===== config.mk =====
export PLATFORM = sky130hd
export DESIGN_NAME = digilock_code_ctrl
export DESIGN_NICKNAME = d
export VERILOG_FILES = /design/src/rtl/digilock_pkg.sv /design/src/rtl/digilock_down_timer.sv /design/src/rtl/digilock_code_ctrl.sv
export SDC_FILE = /design/constraint.sdc
export NUM_CORES = 1
export LEC_CHECK = 0
export BUFFER_PORTS_ARGS = -buffer_cell sky130_fd_sc_hd__buf_2
export CELL_PAD_IN_SITES_DETAIL_PLACEMENT = 0
export CELL_PAD_IN_SITES_GLOBAL_PLACEMENT = 1
export CORE_AREA = 10 10 64 56
export CTS_BUF_LIST = sky130_fd_sc_hd__clkbuf_8
export CTS_CLUSTER_DIAMETER = 40
export DETAILED_ROUTE_END_ITERATION = 8
export DIE_AREA = 0 0 74 66
export PLACE_DENSITY = 0.84
export SETUP_SLACK_MARGIN = 0.2
export SLEW_MARGIN = 20
export SYNTH_ARGS = -nofsm -noshare
export SYNTH_HDL_FRONTEND = slang
export SYNTH_SLANG_ARGS = --single-unit

===== constraint.sdc =====
create_clock -name clk -period 4.6 [get_ports clk]
set_input_delay 0.69 -clock clk [delete_from_list [all_inputs] [get_ports clk]]
set_output_delay 0.69 -clock clk [all_outputs]
set_load 0.01 [all_outputs]

===== src/rtl/digilock_pkg.sv =====
// Shared types and constants for the DigiLock code controller slice.
package digilock_pkg;

  localparam int CODE_LEN = 4;
  localparam int DIGIT_W  = 4;
  localparam int IDX_W    = 2;

  typedef enum logic [2:0] {
    IDLE    = 3'd0,
    ENTER   = 3'd1,
    CMP     = 3'd2,
    OPEN    = 3'd3,
    PROG    = 3'd4,
    WRITE   = 3'd5,
    LOCKOUT = 3'd6
  } state_t;

  function automatic int max2(input int a, input int b);
    return (a > b) ? a : b;
  endfunction

endpackage


===== src/rtl/digilock_down_timer.sv =====
// Loadable down-counter with zero flag; holds at zero until reloaded.
module digilock_down_timer #(
  parameter int W = 4
) (
  input  logic         clk,
  input  logic         reset,
  input  logic         load,
  input  logic [W-1:0] load_val,
  input  logic         dec,
  output logic         zero
);

  logic [W-1:0] cnt;

  always_ff @(posedge clk) begin
    if (!reset) begin
      cnt <= '0;
    end else if (load) begin
      cnt <= load_val;
    end else if (dec && (cnt != '0)) begin
      cnt <= cnt - 1'b1;
    end
  end

  assign zero = (cnt == '0);

endmodule


===== src/rtl/digilock_code_ctrl.sv =====
// DigiLock code entry/compare/programming controller for the 4x4-bit code memory.
// Optional consecutive-failure lockout is built when DIGILOCK_LOCKOUT_EN is defined.
module digilock_code_ctrl
  import digilock_pkg::*;
#(
  parameter int OPEN_CYCLES    = 8,
  parameter int MAX_FAILS      = 3,
  parameter int LOCKOUT_CYCLES = 16
) (
  input  logic               clk,
  input  logic               reset,
  input  logic               digit_valid,
  input  logic [DIGIT_W-1:0] digit,
  output logic               digit_ready,
  input  logic               clear,
  input  logic               prog_req,
  output logic [IDX_W-1:0]   mem_idx,
  output logic               mem_wr,
  output logic               mem_enable,
  output logic [DIGIT_W-1:0] mem_wdata,
  input  logic [DIGIT_W-1:0] mem_rdata,
  output logic               unlocked,
  output logic               error,
  output logic               locked_out
);

  localparam int TW = $clog2(max2(OPEN_CYCLES, LOCKOUT_CYCLES) + 1);
  localparam logic [IDX_W-1:0] LAST_POS = IDX_W'(CODE_LEN - 1);

  if (OPEN_CYCLES < 1 || MAX_FAILS < 1 || LOCKOUT_CYCLES < 1) begin : g_bad_cfg
    $error("digilock_code_ctrl: OPEN_CYCLES, MAX_FAILS and LOCKOUT_CYCLES must be >= 1");
  end

  state_t             state, state_nxt;
  logic [IDX_W-1:0]   pos;
  logic [DIGIT_W-1:0] digit_q;
  logic               mismatch;
  logic               err_q;
  logic               accept;
  logic               mismatch_all;
  logic               last_cmp;
  logic               lockout_hit;
  logic               tmr_load;
  logic [TW-1:0]      tmr_val;
  logic               tmr_dec;
  logic               tmr_zero;

  // A clear during entry beats a simultaneous digit.
  assign accept       = digit_valid && digit_ready && !((state == ENTER) && clear);
  assign mismatch_all = mismatch || (mem_rdata != digit_q);
  assign last_cmp     = (state == CMP) && (pos == LAST_POS);

`ifdef DIGILOCK_LOCKOUT_EN
  localparam int FW = $clog2(MAX_FAILS + 1);
  logic [FW-1:0] fail_cnt;
  logic [FW-1:0] fail_inc;

  assign fail_inc    = (fail_cnt == FW'(MAX_FAILS)) ? fail_cnt : fail_cnt + 1'b1;
  assign lockout_hit = (fail_inc == FW'(MAX_FAILS));

  always_ff @(posedge clk) begin
    if (!reset) begin
      fail_cnt <= '0;
    end else if (last_cmp) begin
      fail_cnt <= mismatch_all ? fail_inc : '0;
    end else if ((state == LOCKOUT) && tmr_zero) begin
      fail_cnt <= '0;
    end
  end
`else
  assign lockout_hit = 1'b0;
`endif

  digilock_down_timer #(.W(TW)) u_timer (
    .clk      (clk),
    .reset    (reset),
    .load     (tmr_load),
    .load_val (tmr_val),
    .dec      (tmr_dec),
    .zero     (tmr_zero)
  );

  // State and control registers
  always_ff @(posedge clk) begin
    if (!reset) begin
      state    <= IDLE;
      pos      <= '0;
      mismatch <= 1'b0;
      err_q    <= 1'b0;
    end else begin
      state <= state_nxt;
      err_q <= last_cmp && mismatch_all;
      case (state)
        ENTER: begin
          if (clear) begin
            pos      <= '0;
            mismatch <= 1'b0;
          end
        end
        CMP: begin
          pos      <= pos + 1'b1;
          mismatch <= (pos == LAST_POS) ? 1'b0 : mismatch_all;
        end
        OPEN: begin
          if (prog_req) pos <= '0;
        end
        WRITE: pos <= pos + 1'b1;
        default: ;
      endcase
    end
  end

  always_ff @(posedge clk) begin
    if (accept) digit_q <= digit;
  end

  // Next-state and timer control
  always_comb begin
    state_nxt = state;
    tmr_load  = 1'b0;
    tmr_val   = '0;
    tmr_dec   = 1'b0;
    case (state)
      IDLE:  if (accept) state_nxt = CMP;
      ENTER: begin
        if (clear)       state_nxt = IDLE;
        else if (accept) state_nxt = CMP;
      end
      CMP: begin
        if (pos != LAST_POS) begin
          state_nxt = ENTER;
        end else if (!mismatch_all) begin
          state_nxt = OPEN;
          tmr_load  = 1'b1;
          tmr_val   = TW'(OPEN_CYCLES - 1);
        end else if (lockout_hit) begin
          state_nxt = LOCKOUT;
          tmr_load  = 1'b1;
          tmr_val   = TW'(LOCKOUT_CYCLES - 1);
        end else begin
          state_nxt = IDLE;
        end
      end
      OPEN: begin
        tmr_dec = 1'b1;
        if (prog_req)      state_nxt = PROG;
        else if (tmr_zero) state_nxt = IDLE;
      end
      PROG:  if (accept) state_nxt = WRITE;
      WRITE: state_nxt = (pos == LAST_POS) ? IDLE : PROG;
`ifdef DIGILOCK_LOCKOUT_EN
      LOCKOUT: begin
        tmr_dec = 1'b1;
        if (tmr_zero) state_nxt = IDLE;
      end
`endif
      default: state_nxt = IDLE;
    endcase
  end

  // Moore outputs
  always_comb begin
    digit_ready = (state == IDLE) || (state == ENTER) || (state == PROG);
    mem_enable  = (state == CMP) || (state == WRITE);
    mem_wr      = (state == WRITE);
    mem_idx     = mem_enable ? pos : '0;
    mem_wdata   = (state == WRITE) ? digit_q : '0;
    unlocked    = (state == OPEN) || (state == PROG) || (state == WRITE);
    error       = err_q;
`ifdef DIGILOCK_LOCKOUT_EN
    locked_out  = (state == LOCKOUT);
`else
    locked_out  = 1'b0;
`endif
  end

endmodule


==> qor.csv <==
metric,value,unit
status,completed,
dieArea,4880,um2
gp_congestion,0.747,
skew,0.00180,ns
cp-startpoint,state[1],
final_nets,141,
regToRegSetupSlack,2.89,ns
maxSlewViolCount,0,
htreeDepth,1,
synthFlopType,dfxtp_1,
synth_nets,117,
criticalPathCategory,reg2out,
power_frac_comb,0.103,
hold_viol_final,0,
path_cells,nor3b_1 > or2_2 > and2_1 > buf_2,
rows,16,
drv_cap,0,
synth_common_cells,"dfxtp_1, a21oi_1, inv_1, and2_1, xor2_1",
die_w,74,um
cp_slowest_cell,dfxtp_1,
synthToLayoutAreaGrowth,16.6,%
r2r-start,state[1],
diodes,0,
cpPeakStageDelay,0.54,ns
hold_end,pos[1],
postSynthCellCount,101,
via_count,782,
post_cts.repair.setup_buffers,0,
swShare,0.242,
antenna_found_initial,0,
drcViolationCount,0,
ys_seq_area_frac,0.375,
cts_buffers,3,
viasPerCell,5.18,
p_leak,0.000535,uW
path_clk_slew,0.06,ns
whs_path_depth,2,
power_density,262,nW/um2
multi_input_area,538,um2
synth_area_leaders,"dfxtp_1, edfxtp_1, xor2_1, a21oi_1, and2_1",
ys_ff_latch,16,
rsz0062_at_grt,no,
hold_start,pos[1],
grt_start_max_net_pins,14,
io_pins,25,
tns,0,ns
core,2340,um2
period_minus_slack,2.41,ns
tritoncts,yes,
yosysTopAreaCellShare,0.250,
rr_worst_depth,3,
hpwl,1740,um
yosysWarnings,0,
grt.overflow.total,0,
postCtsHoldBufs,0,
synth_edf_count,4,
port_buffers,23,
clock_tree.buffer_depth,2,
holdWs,0.526,ns
nFillCells,237,
post_cts_resized,0,
initial_utilization,0.411,
die_h,66,um
seq_area,360,um2
worst-endpoint-arrival,1.72,ns
cts-root-buf,clkbuf_8,
yosys.cell_count.top_type,dfxtp_1,
clock_latency,0.25,ns
cts.sinks,16,
critPathRequiredTime,3.91,ns
pwr-share-clk,0.365,
grt_pass1_vias,797,
syn_area,962,um2
hp-class,reg2reg,
synth_cell_types,41,
antenna_left,0,
yosys.area.top_type,dfxtp_1,
p_int,223,uW
finalCritPeriodShare,0.523,
wl_per_cell,14.3,um
fmax,416,MHz
grt_pass1_wl,3750,um
drive_gt1_frac,0.290,
setup_viol,0,
syn_area_per_cell,9.53,um2
critPathLaunchType,flip-flop,
ir_drop,0.000189,V
seq_power_share,0.532,
endpoint_kind,output port,
drt-pass1-iter-count,4,
grt_usage,0.0954,
drtIter0Drc,36,
wl,2160,um
power.net_switching,71.1,uW
synthArstFlopShare,0,
cp_max_fo,10,
rr_endpoint,u_timer.cnt[3],
## power groups by stage
stage	logic, uW	clock network, uW	registers (uW)
after floorplan	23.6	0	155
after global placement	29.9	0	159
after detailed placement	30.4	0	159
after CTS	30.6	109	156
after global routing	34.9	117	157
final	30.3	107	156
## registers in the layout (all words and copies together), names as in the netlist
signal / cells
state: 3
u_timer.cnt: 5
digit_q: 4
mismatch: 1
pos: 2
error: 1
## worst max path at each step
stage,endpoint,slack (ns),cells past startpoint
4_1_cts,mem_idx[0],2.20,4
6_report,mem_idx[0],2.19,4
3_5_place_dp,mem_idx[0],2.49,4
5_1_grt,mem_idx[1],1.99,4
2_1_floorplan,mem_idx[0],2.68,4
3_3_place_gp,mem_idx[1],2.53,4
## final cells by class
cell class / instances / share of cell area
well taps: 27 / 0.0301
inverters: 8 / 0.0268
repair buffers: 23 / 0.103
flip-flops and latches: 16 / 0.321
clock inverters: 1 / 0.00334
clock buffers: 3 / 0.0368
multi-input cells: 73 / 0.479
## per-stage QoR
stage | setup slack [ns] | power, uW | cell area (um2) | util | cells
after floorplan | 2.68 | 179 | 962 | - | 101
after global placement | 2.53 | 189 | 1080 | 0.460 | 147
after detailed placement | 2.49 | 190 | 1080 | 0.460 | 147
after CTS | 2.20 | 296 | 1120 | 0.479 | 151
after global routing | 1.99 | 309 | 1120 | 0.479 | 151
final | 2.19 | 294 | 1120 | 0.479 | 151
## layer usage
metal  global-route usage  vias up  part of all wire
met5                    0        -                 0
met4               0.0279        0            0.0083
met3               0.0285        4             0.037
met2                0.147       13              0.45
met1                0.124      363              0.50
li1                     -      402                 -
## critical path: cells and delay by family, from the launching register on
family        cells  cell delay (ns)
buf+inv           1             0.12
flops             1             0.54
simple gates      3             0.80
## layout by cell type (no fill, tap or decap), types with 2 or more instances in the layout
master     n
a211oi_1   2
a21oi_1    9
and2_1     6
and3_1     4
buf_2     23
clkbuf_8   3
dfxtp_1   12
edfxtp_1   4
ha_1       3
inv_1      9
nand2_1    4
nand2b_1   3
nand3_1    2
nand4_1    2
nor2_1     4
nor3_1     2
o211ai_1   2
o21ai_0    2
xor2_1     6
## kinds of logic (layout without fill, tap and decap cells)
family,count (synthesis),after routing,synth area share
simple gates,36,36,0.252
compound gates,25,25,0.189
flops,16,16,0.375
buf+inv,12,35,0.0663
xor+xnor,7,7,0.0637
fa+ha+maj,3,3,0.0390
other cells,1,1,0.00390
mux,1,1,0.0117
Power figures use the tool's default switching activity.
